[config.mk]
export PLATFORM = sky130hd
export DESIGN_NAME = product_sign_restore
export DESIGN_NICKNAME = d
export VERILOG_FILES = /design/src/rtl/product_sign_restore.sv
export SDC_FILE = /design/constraint.sdc
export NUM_CORES = 1
export LEC_CHECK = 0
export BUFFER_PORTS_ARGS = -buffer_cell sky130_fd_sc_hd__buf_2
export CORE_UTILIZATION = 47
export DETAILED_ROUTE_END_ITERATION = 6
export PLACE_DENSITY = 0.77
export SLEW_MARGIN = 20
export SYNTH_ARGS = -nofsm -noshare
export SYNTH_HDL_FRONTEND = slang
export SYNTH_SLANG_ARGS = --single-unit
[constraint.sdc]
create_clock -name clk -period 1.5 [get_ports clk]
set_input_delay 0.075 -clock clk [delete_from_list [all_inputs] [get_ports clk]]
set_output_delay 0.075 -clock clk [all_outputs]
set_load 0.05 [all_outputs]
[src/rtl/product_sign_restore.sv]
// Output stage of the pipelined LUT multiplier: delays the operand sign XOR to match the
// LUT latency, then reapplies it to the unsigned magnitude product. Optional: PROD_ALIGN_CHECK_EN.
module product_sign_restore #(
  parameter int LAT = 2
) (
  input  logic        clk,
  input  logic        rst,
  input  logic        i_ce,
  input  logic        i_op_valid,
  input  logic        i_sign_a,
  input  logic        i_sign_b,
  input  logic        i_mag_valid,
  input  logic [15:0] i_mag,
  output logic        o_valid,
  output logic [16:0] o_product,
  output logic        o_sign,
  output logic        o_align_err
);

  // Zero magnitude never takes a sign, so negative zero cannot appear.
  function automatic logic [16:0] apply_sign(input logic [15:0] mag, input logic sgn);
    logic [16:0] res;
    if (mag == 16'd0) begin
      res = 17'd0;
    end else if (sgn) begin
      res = ~{1'b0, mag} + 17'd1;
    end else begin
      res = {1'b0, mag};
    end
    return res;
  endfunction

  logic [LAT-1:0] vld_r;
  logic [LAT-1:0] sgn_r;
  logic           tail_vld_s;
  logic           tail_sgn_s;
  logic [16:0]    prod_nxt_s;
  logic           sign_nxt_s;

  assign tail_vld_s = vld_r[LAT-1];
  assign tail_sgn_s = sgn_r[LAT-1];

  // Sign delay line, matched to the LUT product latency.
  always_ff @(posedge clk) begin
    if (rst) begin
      vld_r <= {LAT{1'b0}};
      sgn_r <= {LAT{1'b0}};
    end else if (i_ce) begin
      vld_r[0] <= i_op_valid;
      sgn_r[0] <= i_sign_a ^ i_sign_b;
      for (int k = 1; k < LAT; k++) begin
        vld_r[k] <= vld_r[k-1];
        sgn_r[k] <= sgn_r[k-1];
      end
    end else begin
      vld_r <= vld_r;
      sgn_r <= sgn_r;
    end
  end

  // Signed result computed from the tail sign and the arriving magnitude.
  always_comb begin
    prod_nxt_s = apply_sign(i_mag, tail_sgn_s);
    sign_nxt_s = 1'b0;
    if (tail_sgn_s && (i_mag != 16'd0)) begin
      sign_nxt_s = 1'b1;
    end else begin
      sign_nxt_s = 1'b0;
    end
  end

  // Output register; data holds when the tail slot is empty or the pipe is frozen.
  always_ff @(posedge clk) begin
    if (rst) begin
      o_valid   <= 1'b0;
      o_product <= 17'd0;
      o_sign    <= 1'b0;
    end else if (i_ce) begin
      o_valid <= tail_vld_s;
      if (tail_vld_s) begin
        o_product <= prod_nxt_s;
        o_sign    <= sign_nxt_s;
      end else begin
        o_product <= o_product;
        o_sign    <= o_sign;
      end
    end else begin
      o_valid   <= o_valid;
      o_product <= o_product;
      o_sign    <= o_sign;
    end
  end

`ifdef PROD_ALIGN_CHECK_EN
  logic align_err_r;

  // Sticky flag: the LUT valid must track the tail valid on every enabled cycle.
  always_ff @(posedge clk) begin
    if (rst) begin
      align_err_r <= 1'b0;
    end else if (i_ce && (i_mag_valid != tail_vld_s)) begin
      align_err_r <= 1'b1;
    end else begin
      align_err_r <= align_err_r;
    end
  end

  assign o_align_err = align_err_r;
`else
  logic mag_valid_unused_s;
  assign mag_valid_unused_s = i_mag_valid;
  assign o_align_err        = 1'b0;
`endif

endmodule

# Word-level counts from Yosys, hierarchy flattened
# Index checks and enable logic that the tools add are counted.
# word_totals
in_bits	23
register_bits	23
# op_classes
muxes	3
add_sub_neg	1
n_reduce_logical	4
bitwise_logic	2
# ops
op	count
$mux 17	2
$add 17x1->17 const B	1
$not 16->17	1
$logic_not 16->1	1
$reduce_bool 16->1	1
$reduce_and 2->1	1
$logic_and 1x1->1	1
$mux 1	1
$xor 1x1->1	1

# Depth between registers and ports, before layout
# logic_depth
depth_word	4
ltp_mapped	7
depth_no_buf	7

# Worst setup path after synthesis
# No wires, ideal clock.
# synth_timing
kind	input to register
from	input i_mag[1]
to	register o_product[8]
setup_ns	0.119
path_stages	7
n_path_buf	0
slack_ns	0.181
arrival_ns	1.200
cell_sequence	inv_1 -> ha_1 -> nand2b_1 -> or3_4 -> o41ai_1 -> xor2_1 -> o21ai_1
# synth_between
elab_chain_cells	4
word_cells_on_any_way	5
# synth_rtl
item	line	rtl
start, declared	13	input logic [15:0] i_mag,
$not 16->17	26	res = ~{1'b0, mag} + 17'd1;
$add 17x1->17	26	
$mux 17	25	end else if (sgn) begin
$mux 17 *	23	if (mag == 16'd0) begin
end signal, assigned	81	o_product <= prod_nxt_s;
end signal, assigned	84	o_product <= o_product;
end signal, assigned	89	o_product <= o_product;
end, declared	15	output logic [16:0] o_product,
# Mark *: on every way between the ends. The rest lies on a longest branch, timed or not.
# A chain may end at the register's enable or synchronous reset.

# Worst setup path after layout
# layout_timing
from	register sgn_r[1]
to	register o_product[4]
# layout_between
elab_chain_cells	2
# layout_rtl
item	line	rtl
start, declared	34	logic [LAT-1:0] sgn_r;
start signal, assigned	47	sgn_r <= {LAT{1'b0}};
start signal, assigned by index	53	sgn_r[k] <= sgn_r[k-1];
start signal, assigned	57	sgn_r <= sgn_r;
$mux 17	25	
$mux 17	23	
# No other way between the ends.

==> results.ini <==
[synth]
synth.distinct_cells=36
ys_seq_elements=22
syn_area_per_cell_um2=8.77
yosysMostFrequentCell=dfxtp_1
yosys-top-cells-area=dfxtp_1 40%, xor2_1 7.1%, nand2_1 4.4%, a22oi_1 4.0%, xnor2_1 3.9%
ys_top_cells_by_count=22 x dfxtp_1, 13 x nand2_1, 11 x nor2_1
synth_flop_cell=dfxtp_1
yosysSeqAreaShare_pct=39.6
netlist_instances=127
synth_edf_count=0
synth_top_area_share_pct=39.6
syn_area_mm2=0.00111
synthArstFlopShare_pct=0
syn_nets=151
synth_top_area_cell=dfxtp_1
yosysWarnings=0

[placement]
dp_cells=192
place_hpwl_mm=1.80
port_buffers=40
pre_cts_ws_ns=-0.0290
globalplace.congestion=0.776
place_area_mm2=0.00135

[detailed_routing]
drt_iter0_drc=6
drc_errors=0
antenna_left=0
dr.pass1.iters=4
num_vias=1010
via_per_inst=5.13
wl_per_cell_um=11.9
wirelength_mm=2.34

[finish]
area_growth_pct=26.6
drive_gt1_share_pct=32.5
design_area_mm2=0.00141
nets=194
fin_cells=197
insertedDiodeCount=0
fill_cells=192

[grt]
grt_max_degree=18
grt_antenna_before_repair=0
globalRouteTotalUtil_pct=19.2
grt_overflow_total=0
grt_pass1_wl_mm=3.78
grt_pass1_vias=889

[sta]
hold_violations=0
setup_viol=0
layout_min_cycle_time_ns=1.31
fin_skew_ns=0.00403
rsz0062_at_grt=no
timing.fmax_mhz=761
drv_slew=0
setup_slack_ns=0.187
finalCritPeriodShare_pct=87.6

[clock_network]
cts_setup_buffers=0
post_cts_resized=0
cts_tree=yes
cts_buffers=3
clock_latency_ns=0.31
clockRootBuffer=clkbuf_4
cts_buffer_depth=2
clock_sinks=22
ctsHoldBuffers=1
h-tree-depth=1
path_clk_slew_ns=0.12

[pwr]
power_density_mw_per_mm2=889
p_leak_nw=0.596
ir_drop_uv=550

[worst_setup_path]
reg2regPathDepth=4
crit_arrival_ns=1.52
crit_type=flip-flop to flip-flop
cp-start-kind=flip-flop
critPathCaptureType=flip-flop
worstPathMaxFanout=13
reg2reg_from=sgn_r[1]
crit_start=sgn_r[1]
required_ns=1.70

[outcome]
status=completed

[die]
die_w_um=50.7
die_y_um=50.7
rows=17
start_util_pct=50.3
coreArea_mm2=0.00221
dieArea_mm2=0.00257
io_pins=43

[worst_hold_path]
min_path_type=input pin to flip-flop
worstHoldPathCells=3
hp-start=i_sign_a

[run]
drv_cap=0

sequential cells by signal (all words and copies together) (netlist names):
register / count
o_product: 17
sgn_r: 2
vld_r: 2
o_valid: 1
where the power goes:
group,internal [mW],switching [mW]
registers,0.597,0.0107
logic,0.0768,0.117
clock network,0.270,0.182
layout make-up:
cell class	instances	area [um^2]	share of cell area [%]
Clock buffer	3	22.5	1.60
Clock inverter	1	30.0	2.13
Inverter	3	11.3	0.799
Multi-Input combinational cell	94	623	44.2
Sequential cell	22	440	31.2
Tap cell	28	35.0	2.48
Timing Repair Buffer	46	248	17.6
stage by stage:
stage / hold WS, ns / total power [mW] / TNS [ns] / util (%)
finish: 0.0568 / 1.25 / 0 / 63.7
CTS: 0.0485 / 1.26 / 0 / 63.7
global placement: 0.321 / 0.808 / -0.0184 / 60.9
floorplan: 0.222 / 0.738 / 0 / -
detailed placement: 0.324 / 0.812 / -0.135 / 60.9
global route: 0.0599 / 1.30 / 0 / 63.7
cell families after synthesis:
kind of cell,Yosys count,synth area share (%)
multiplexers,3,2.70
buffers and inverters,11,4.49
other,1,0.337
flip-flops,22,39.6
XOR/XNOR,14,11.0
adder cells (fa/ha/maj),1,1.12
AND/OR/NAND/NOR,41,20.3
AO/OA/AOI/OAI,34,20.5
worst paths after layout:
kind / endpoint / slack, ns
min reg2reg: o_product[11] / 0.45
min: sgn_r[0] / 0.06
max: o_product[4] / 0.19
max reg2reg: o_product[4] / 0.19
cell usage in the layout, fill, tap and decap left out, types with 2 or more instances in the layout:
master / instances
a21oi_1: 3
a22oi_1: 6
buf_2: 40
buf_4: 5
clkbuf_4: 3
dfxtp_1: 22
inv_1: 3
mux2i_1: 3
nand2_1: 13
nand2b_1: 5
nor2_1: 11
nor3_1: 2
o21ai_0: 6
o21ai_1: 8
o31ai_1: 4
xnor2_1: 5
xor2_1: 9
routing by layer:
layer / wire [um] / vias to the layer above / global-route usage, %
met5: 0 / - / 0
met4: 35 / 0 / 6.48
met3: 105 / 4 / 3.33
met2: 1140 / 27 / 33.1
met1: 1060 / 446 / 23.8
li1: - / 533 / -
critical path, stage by stage, from the launching register on:
cell     delay [ns]
dfxtp_1        0.62
o21ai_0        0.20
xnor2_1        0.17
a22oi_1        0.16
nor2_1         0.06
Note: power is estimated with default switching activity, not from simulation.
